### src/rtl/rv32m_div_unit.sv
// rtl/rv32m_div_unit.sv - iterative RV32M divider (div/divu/rem/remu), restoring radix-2
// Special cases (divide by zero, signed overflow) resolve at accept in one cycle.
module rv32m_div_unit #(
  parameter int unsigned XLEN = 32
) (
  input  logic            clk,
  input  logic            rst,
  input  logic            in_valid,
  output logic            in_ready,
  input  logic [1:0]      in_op,
  input  logic [XLEN-1:0] in_a,
  input  logic [XLEN-1:0] in_b,
  input  logic            flush,
  output logic            out_valid,
  input  logic            out_ready,
  output logic [XLEN-1:0] out_result
);

  typedef enum logic [1:0] {S_IDLE, S_CALC, S_DONE} state_e;

  localparam logic [5:0] CNT_LAST = 6'(XLEN - 1);

  state_e          state_q, state_d;
  logic [5:0]      cnt_q, cnt_d;
  logic [XLEN-1:0] dvd_q, dvd_d;
  logic [XLEN-1:0] dvs_q, dvs_d;
  logic [XLEN-1:0] rem_q, rem_d;
  logic            op_rem_q, op_rem_d;
  logic            neg_quo_q, neg_quo_d;
  logic            neg_rem_q, neg_rem_d;
  logic            out_valid_q, out_valid_d;
  logic [XLEN-1:0] out_result_q, out_result_d;
  logic            in_ready_q, in_ready_d;

  logic            op_signed, a_neg, b_neg, div_zero, ovf;
  logic [XLEN-1:0] a_abs, b_abs, spec_result;
  logic [XLEN:0]   shifted, diff;
  logic            ge;
  logic [XLEN-1:0] rem_n, dvd_n, quo_fix, rem_fix;

  always_comb begin
    op_signed   = ~in_op[0];
    a_neg       = op_signed & in_a[XLEN-1];
    b_neg       = op_signed & in_b[XLEN-1];
    a_abs       = a_neg ? (~in_a + 1'b1) : in_a;
    b_abs       = b_neg ? (~in_b + 1'b1) : in_b;
    div_zero    = (in_b == '0);
    ovf         = op_signed & (in_a == {1'b1, {(XLEN-1){1'b0}}}) & (in_b == '1);
    // Overflow quotient equals the dividend itself; the remainder is zero.
    spec_result = div_zero ? (in_op[1] ? in_a : '1) : (in_op[1] ? '0 : in_a);

    // The dividend register doubles as the quotient: bits enter at the bottom.
    shifted = {rem_q, dvd_q[XLEN-1]};
    diff    = shifted - {1'b0, dvs_q};
    ge      = ~diff[XLEN];
    rem_n   = ge ? diff[XLEN-1:0] : shifted[XLEN-1:0];
    dvd_n   = {dvd_q[XLEN-2:0], ge};
    quo_fix = neg_quo_q ? (~dvd_n + 1'b1) : dvd_n;
    rem_fix = neg_rem_q ? (~rem_n + 1'b1) : rem_n;

    state_d      = state_q;
    cnt_d        = cnt_q;
    dvd_d        = dvd_q;
    dvs_d        = dvs_q;
    rem_d        = rem_q;
    op_rem_d     = op_rem_q;
    neg_quo_d    = neg_quo_q;
    neg_rem_d    = neg_rem_q;
    out_valid_d  = out_valid_q;
    out_result_d = out_result_q;

    case (state_q)
      S_IDLE: begin
        if (!flush && in_valid) begin
          if (div_zero || ovf) begin
            state_d      = S_DONE;
            out_valid_d  = 1'b1;
            out_result_d = spec_result;
          end else begin
            state_d   = S_CALC;
            cnt_d     = '0;
            dvd_d     = a_abs;
            dvs_d     = b_abs;
            rem_d     = '0;
            op_rem_d  = in_op[1];
            neg_quo_d = a_neg ^ b_neg;
            neg_rem_d = a_neg;
          end
        end
      end
      S_CALC: begin
        if (flush) begin
          state_d = S_IDLE;
        end else begin
          rem_d = rem_n;
          dvd_d = dvd_n;
          cnt_d = cnt_q + 6'd1;
          if (cnt_q == CNT_LAST) begin
            state_d      = S_DONE;
            out_valid_d  = 1'b1;
            out_result_d = op_rem_q ? rem_fix : quo_fix;
          end
        end
      end
      S_DONE: begin
        if (flush || out_ready) begin
          state_d     = S_IDLE;
          out_valid_d = 1'b0;
        end
      end
      default: begin
        state_d     = S_IDLE;
        out_valid_d = 1'b0;
      end
    endcase

    in_ready_d = (state_d == S_IDLE);
  end

  always_ff @(posedge clk) begin
    if (rst) begin
      state_q      <= S_IDLE;
      cnt_q        <= '0;
      dvd_q        <= '0;
      dvs_q        <= '0;
      rem_q        <= '0;
      op_rem_q     <= 1'b0;
      neg_quo_q    <= 1'b0;
      neg_rem_q    <= 1'b0;
      out_valid_q  <= 1'b0;
      out_result_q <= '0;
      in_ready_q   <= 1'b1;
    end else begin
      state_q      <= state_d;
      cnt_q        <= cnt_d;
      dvd_q        <= dvd_d;
      dvs_q        <= dvs_d;
      rem_q        <= rem_d;
      op_rem_q     <= op_rem_d;
      neg_quo_q    <= neg_quo_d;
      neg_rem_q    <= neg_rem_d;
      out_valid_q  <= out_valid_d;
      out_result_q <= out_result_d;
      in_ready_q   <= in_ready_d;
    end
  end

  assign in_ready   = in_ready_q;
  assign out_valid  = out_valid_q;
  assign out_result = out_result_q;

endmodule

### config.mk
export PLATFORM = sky130hd
export DESIGN_NAME = rv32m_div_unit
export DESIGN_NICKNAME = d
export VERILOG_FILES = /design/src/rtl/rv32m_div_unit.sv
export SDC_FILE = /design/constraint.sdc
export NUM_CORES = 1
export LEC_CHECK = 0
export BUFFER_PORTS_ARGS = -buffer_cell sky130_fd_sc_hd__buf_2
export CORE_UTILIZATION = 25
export DETAILED_ROUTE_END_ITERATION = 12
export HOLD_SLACK_MARGIN = 0.15
export SLEW_MARGIN = 20
export SYNTH_ARGS = -nofsm -noshare
export SYNTH_HDL_FRONTEND = slang
export SYNTH_SLANG_ARGS = --single-unit
### constraint.sdc
create_clock -name clk -period 4.6 [get_ports clk]
set_input_delay 0.92 -clock clk [delete_from_list [all_inputs] [get_ports clk]]
set_output_delay 0.92 -clock clk [all_outputs]
set_load 0.02 [all_outputs]
==> results.yml, run 1 <==
logic_synthesis:
  ys_warn_count: 0
  async_flop_share_pct: 0
  synthCells: 1612
  yosysUniqueCellTypes: 94
  ys_top_cells_by_count: "nor2_1 (222), dfxtp_1 (141), a21oi_1 (123), nand2_1 (104), clkbuf_1 (91)"
  synth_top_area_cell: "dfxtp_1"
  yosysSeqAreaShare_pct: 23.4
  syn_avg_cell_area_um2: 7.47
  ys.flop_type: "dfxtp_1"
  yosys_register_bits: 141
  syn_nets: 1722
  yosysMostFrequentCell: "nor2_1"
  synthTopCellsByArea: "dfxtp_1 (23%), nor2_1 (6.9%), xnor2_1 (5.4%)"
  netlist_area_um2: 12000
  synth_edf_count: 0
  synth_top_area_share_pct: 23.4
setup_path:
  end_kind: "flop"
  cp-start-kind: "flop"
  cp_num_buf_inv: 3
  critPathMaxStageDelay_ns: 0.46
  crit_family: "compound AO/OA/AOI/OAI gates"
  crit_required_ns: 4.94
  arrival_ns: 4.89
  critical_path.slowest_cell: "or4_4"
  path_class: "reg -> reg"
  r2r_slack_ns: 0.05
  crit_chain: "inv_2 -> ha_4 -> a21oi_4 -> o21ai_4 -> a211o_1 -> a311o_1 -> buf_4 -> o21a_4 -> nor2_8 -> clkinv_4 -> a21oi_4 -> ha_4 -> nand2_2 -> or4_4 -> nor2_4 -> nand2_2 -> a21oi_2 -> a41oi_2 -> o31ai_1 -> xor2_1 -> a21oi_1 -> or3_1"
  cp_max_fo: 5
global_route:
  grt_pass1_vias: 12400
  grt_start_max_net_pins: 61
  grt_remaining_overflow: 0
  use_met2_pct: 31.5
  gr-usage-all-layers_pct: 18.7
  grt_first_pass_wirelength_mm: 72.2
  grt_use_met1_pct: 23.8
  antenna_found_initial: 0
  grt_busiest_layer: "met2"
  grt.met3_usage_pct: 2.48
sta:
  skew_ns: 0.0129
  hold_viol: 0
  setup_viol: 0
  slew-limit-headroom_pct: 34.5
  drv_slew: 0
  clock.fmax_ghz: 0.220
  fin_crit_ns: 4.55
  rsz0062_at_grt: "yes"
  timing.final.crit_share_pct: 99.0
  worst_pin_slew_ns: 0.980
route:
  vias: 12900
  firstDrtPassIters: 7
  post-route-drc-count: 0
  drt_iter0_drc: 1086
  drt-wirelength-per-cell_um: 19.7
  finalWirelength_mm: 46.5
  drt.antenna.violating_nets: 0
  via_per_inst: 5.48
die:
  ioPinCount: 105
  die_height_um: 222
  start_util_pct: 25.3
  dieWidth_um: 222
  core_area_um2: 47600
  rows: 80
  fp.dieArea_um2: 49100
layout:
  fill_cells: 5103
  final_cells: 2357
  syn_to_final_growth_pct: 21.8
  drive_gt1_share_pct: 20.3
  diodes: 0
  nNetsFinal: 1840
power_and_ir_drop:
  powerDensity_nw_per_um2: 248
  power_uw: 3640
  leakagePower_uw: 0.00561
  ir_drop_uv: 148
cts:
  cts_root_buffer: "clkbuf_16"
  tritoncts: "done"
  clk_latency_ns: 0.46
  cts_max_level: 4
  clockBufferDepth: 2
  cts_hold_buf: 0
  cts_sinks: 141
  cts_made_buffers: 17
  worst_setup_hold_path_clk_slew_ns: 0.06
place:
  placed_cells: 2309
  hpwl_mm: 35.6
  gp_congestion: 0.915
  io_buffers: 104
run_status:
  status: "completed"
run:
  max_cap_violations: 0
hold_path:
  hp-class: "reg -> reg"
-- state kept, by name, indices dropped and copies added, names as in the netlist --
register    flops
cnt_q           6
dvd_q          32
dvs_q          32
in_ready        1
neg_quo_q       1
neg_rem_q       1
op_rem_q        1
out_result     32
out_valid       1
rem_q          32
state_q         2
-- cell type report --
type / instances / area (um^2) / share of cell area (%)
sequential: 141 / 2840 / 19.3
tap: 615 / 769 / 5.25
timing repair buffer: 215 / 1390 / 9.50
inverter: 55 / 211 / 1.44
clock inverter: 12 / 118 / 0.802
clock buffer: 19 / 443 / 3.02
multi-input combinational: 1300 / 8890 / 60.6
-- worst reg2reg max path, stage by stage (launching register included) --
cell	delay [ns]
dfxtp_2	0.34
inv_2	0.05
ha_4	0.26
a21oi_4	0.18
o21ai_4	0.10
a211o_1	0.31
a311o_1	0.34
buf_4	0.17
o21a_4	0.25
nor2_8	0.11
clkinv_4	0.09
a21oi_4	0.19
ha_4	0.16
nand2_2	0.05
or4_4	0.46
nor2_4	0.12
nand2_2	0.06
a21oi_2	0.11
a41oi_2	0.04
o31ai_1	0.31
xor2_1	0.33
a21oi_1	0.11
or3_1	0.31
-- stage by stage --
stage / util [%] / setup WS [ns] / TNS, ns / area (um^2) / hold slack [ns]
global route: 30.8 / -0.0851 / -0.174 / 14700 / 0.465
detailed placement: 28.7 / -0.144 / -0.213 / 13700 / 0.446
global placement: 28.7 / -0.0682 / -0.0682 / 13700 / 0.447
floorplan: - / -0.0946 / -0.107 / 12100 / 0.432
finish: 30.8 / 0.0458 / 0 / 14700 / 0.450
CTS: 30.0 / 0.00208 / 0 / 14300 / 0.453
-- kinds of logic (layout without fill, tap and decap cells) --
family / count (synthesis) / in the layout / synth area share [%]
adders and majority gates: 65 / 65 / 6.27
buffers and inverters: 171 / 301 / 5.69
AOI/OAI and AO/OA: 506 / 506 / 29.3
DFF: 141 / 141 / 23.4
muxes: 27 / 27 / 2.35
xor gates and xnor gates: 132 / 132 / 9.60
and+or+nand+nor: 570 / 570 / 23.3
-- power breakdown --
group | leakage [uW] | total, uW | switching [uW] | internal, uW
clock network | 0.000250 | 1380 | 620 | 757
registers | 0.00115 | 1300 | 37.5 | 1260
logic | 0.00421 | 963 | 598 | 365
-- path summary, 6_finish.rpt --
kind	to	cells past startpoint	start
setup / recovery	out_result[20]$_SDFFE_PP0P_	22	dvs_q[19]$_SDFFE_PP0P_
hold / removal	out_result[19]$_SDFFE_PP0P_	2	out_result[19]$_SDFFE_PP0P_
setup reg to reg	out_result[20]$_SDFFE_PP0P_	22	dvs_q[19]$_SDFFE_PP0P_
hold reg to reg	out_result[19]$_SDFFE_PP0P_	2	out_result[19]$_SDFFE_PP0P_
-- timing repair --
item,CTS,global route
buffers inserted,0,17
pin swaps,10,16
gates resized for setup,12,52
endpoints found under the setup margin,5,10
-- cell usage in the layout (no fill, tap or decap), types with 9 or more instances in the layout --
cell,instances
a211o_1,9
a211oi_1,57
a21o_1,12
a21oi_1,115
a222oi_1,20
a22oi_1,19
a31oi_1,17
and2_1,11
and3_1,11
buf_2,103
buf_4,109
clkbuf_16,17
dfxtp_1,129
dfxtp_2,12
ha_1,24
ha_4,12
inv_1,50
maj3_1,26
mux2_2,10
mux2i_1,17
nand2_1,99
nand2b_1,12
nand3_1,25
nand4_1,24
nor2_1,219
nor2b_1,15
nor3_1,44
nor4_1,19
o211ai_1,16
o21a_1,16
o21ai_0,86
o31ai_1,16
o41ai_1,13
or3_1,23
or4_1,13
xnor2_1,74
xor2_1,58
-- per-layer routing --
layer / wire length (um) / up-vias / part of all wire [%]
li1: - / 6195 / -
met1: 20100 / 6207 / 43
met2: 22500 / 433 / 48
met3: 2370 / 81 / 5.1
met4: 1560 / 0 / 3.4
met5: 0 / - / 0
Power figures use the tool's default switching activity.
==> run 2, diff against run 1 <==
--- a/config.mk
+++ b/config.mk
@@ -6,10 +6,11 @@
 export NUM_CORES = 1
 export LEC_CHECK = 0
 export BUFFER_PORTS_ARGS = -buffer_cell sky130_fd_sc_hd__buf_2
+export CORE_ASPECT_RATIO = 0.7
 export CORE_UTILIZATION = 25
 export DETAILED_ROUTE_END_ITERATION = 12
 export HOLD_SLACK_MARGIN = 0.15
-export SLEW_MARGIN = 20
+export PLACE_DENSITY = 0.49
 export SYNTH_ARGS = -nofsm -noshare
 export SYNTH_HDL_FRONTEND = slang
 export SYNTH_SLANG_ARGS = --single-unit
==> results.yml, run 2 (same netlist as run 1, synthesis figures left out) <==
power_and_ir_drop:
  leakagePower_uw: 0.00571
  ir_drop_uv: 238
  powerDensity_nw_per_um2: 259
cts:
  cts_root_buffer: "clkbuf_16"
  cts_max_level: 4
  cts_made_buffers: 17
  cts_hold_buf: 0
  clockBufferDepth: 2
  clk_latency_ns: 0.46
  worst_setup_hold_path_clk_slew_ns: 0.07
  tritoncts: "done"
  cts_sinks: 141
global_route:
  antenna_found_initial: 2
  grt_first_pass_wirelength_mm: 73.8
  grt_pass1_vias: 11700
  grt_start_max_net_pins: 57
  gr-usage-all-layers_pct: 19.7
  grt_remaining_overflow: 0
layout:
  nNetsFinal: 1848
  regArea_um2: 2830
  diodes: 0
  drive_gt1_share_pct: 20.1
  mostFrequentLayoutCells: "nor2_1 (220), dfxtp_1 (134), a21oi_1 (115), buf_4 (114), buf_2 (103)"
  fill_cells: 5016
  mostFrequentLayoutCell: "nor2_1"
  syn_to_final_growth_pct: 22.6
  multi_input_comb_area_um2: 8870
  fin_util_pct: 31.4
die:
  rows: 66
  fp.dieArea_um2: 49100
  core_area_um2: 47000
  die_height_um: 186
  start_util_pct: 25.6
  ioPinCount: 105
  dieWidth_um: 264
setup_path:
  cp-start-kind: "flop"
  r2r_end: "out_result[30]$_SDFFE_PP0P_"
  crit_required_ns: 4.96
  path_class: "reg -> reg"
  cp_max_fo: 6
  r2r-start: "dvs_q[17]$_SDFFE_PP0P_"
  r2r_slack_ns: 0.18
  arrival_ns: 4.78
  worstRegToRegCells: 22
  end_kind: "flop"
place:
  hpwl_mm: 37.9
  pre_cts_slack_ns: -0.00691
  io_buffers: 104
  gp_congestion: 0.900
route:
  vias: 13000
  finalWirelength_mm: 49.3
  drt-wirelength-per-cell_um: 20.9
  via_per_inst: 5.51
  drt.antenna.violating_nets: 0
  firstDrtPassIters: 8
  drt_iter0_drc: 1416
  post-route-drc-count: 0
sta:
  skew_ns: 0.0116
  clock.fmax_ghz: 0.226
  worst_pin_slew_ns: 1.02
  worst_slack_ns: 0.178
  drv_slew: 0
  timing.final.crit_share_pct: 96.1
  setup_viol: 0
  fin_crit_ns: 4.42
  slew-limit-headroom_pct: 31.9
  hold_viol: 0
hold_path:
  hp-class: "reg -> reg"
  hold_path_depth: 2
  worst_hold_path.endpoint: "dvs_q[22]$_SDFFE_PP0P_"
  hold_start: "dvs_q[22]$_SDFFE_PP0P_"
run_status:
  status: "completed"
run:
  max_cap_violations: 0
run 2: cell types whose count changed in the layout (fill, tap and decap cells not counted), moves of 3 or more:
cell / before / now
buf_4: 109 / 114
clkinv_2: 0 / 5
clkinvlp_4: 7 / 1
dfxtp_1: 129 / 134
dfxtp_2: 12 / 7
ha_1: 24 / 28
ha_4: 12 / 9
o21ai_1: 7 / 10
run 2: layer usage:
metal | track usage, % | wire length (um) | vias to the layer above
li1 | - | - | 6232
met1 | 30.6 | 25200 | 6327
met2 | 28.0 | 20000 | 437
met3 | 3.20 | 3500 | 35
met4 | 3.88 | 546 | 0
met5 | 0 | 0 | -
run 2: stage by stage:
stage / power, uW / hold slack (ns) / std cells / instance area, um^2 / TNS [ns]
3_5_place_dp: 2280 / 0.447 / 2321 / 13800 / -0.00880
4_1_cts: 3780 / 0.454 / 2353 / 14400 / 0
6_report: 3820 / 0.450 / 2363 / 14800 / 0
2_1_floorplan: 1930 / 0.432 / 1612 / 12100 / -0.107
3_3_place_gp: 2280 / 0.442 / 2321 / 13800 / 0
5_1_grt: 3970 / 0.465 / 2363 / 14800 / -0.00310
run 2: timing repair:
item,4_1_cts,5_1_grt
setup endpoints to repair,4,15
pin swaps,0,14
resized for setup,3,52
gates cloned,0,0
setup buffers,0,10
run 2: worst max path at each step:
| stage | startpoint | endpoint | cells past startpoint |
|---|---|---|---|
| final | dvs_q[17]$_SDFFE_PP0P_ | out_result[30]$_SDFFE_PP0P_ | 22 |
| after global routing | rem_q[26]$_SDFFE_PP0P_ | out_result[28]$_SDFFE_PP0P_ | 19 |
| after CTS | dvs_q[23]$_SDFFE_PP0P_ | out_result[30]$_SDFFE_PP0P_ | 22 |
| after detailed placement | dvs_q[23]$_SDFFE_PP0P_ | out_result[20]$_SDFFE_PP0P_ | 22 |
| after global placement | dvs_q[23]$_SDFFE_PP0P_ | out_result[30]$_SDFFE_PP0P_ | 22 |
| after floorplan | dvd_q[31]$_SDFFE_PP0P_ | out_result[30]$_SDFFE_PP0P_ | 24 |
run 2: final cells by class:
class                      count  area share [%]
clock inverter                11           0.949
timing repair buffer         223            9.98
sequential                   141            19.2
inverter                      55            1.42
tap                          612            5.19
clock buffer                  21            3.19
multi-input combinational   1300            60.1
run 2: power breakdown:
part	switching [uW]	internal (uW)	leakage, uW	total (uW)
clock	622	893	0.000303	1510
combinational	627	373	0.00426	1000
sequential	42.1	1260	0.00115	1300
run 2: worst max-delay path: stages, from the launching register on:
cell,delay [ns]
dfxtp_2,0.33
inv_1,0.06
ha_4,0.25
a21oi_4,0.16
o21ai_2,0.10
a211o_1,0.29
a311o_2,0.44
nor3_4,0.19
buf_6,0.15
nor2_8,0.04
inv_4,0.09
ha_4,0.15
nand2b_4,0.05
or3_4,0.37
or4_4,0.45
o31ai_4,0.23
xor2_1,0.17
nor3_1,0.07
a21oi_2,0.16
nand3_1,0.08
a311o_1,0.29
o211ai_1,0.09
nor2_1,0.07
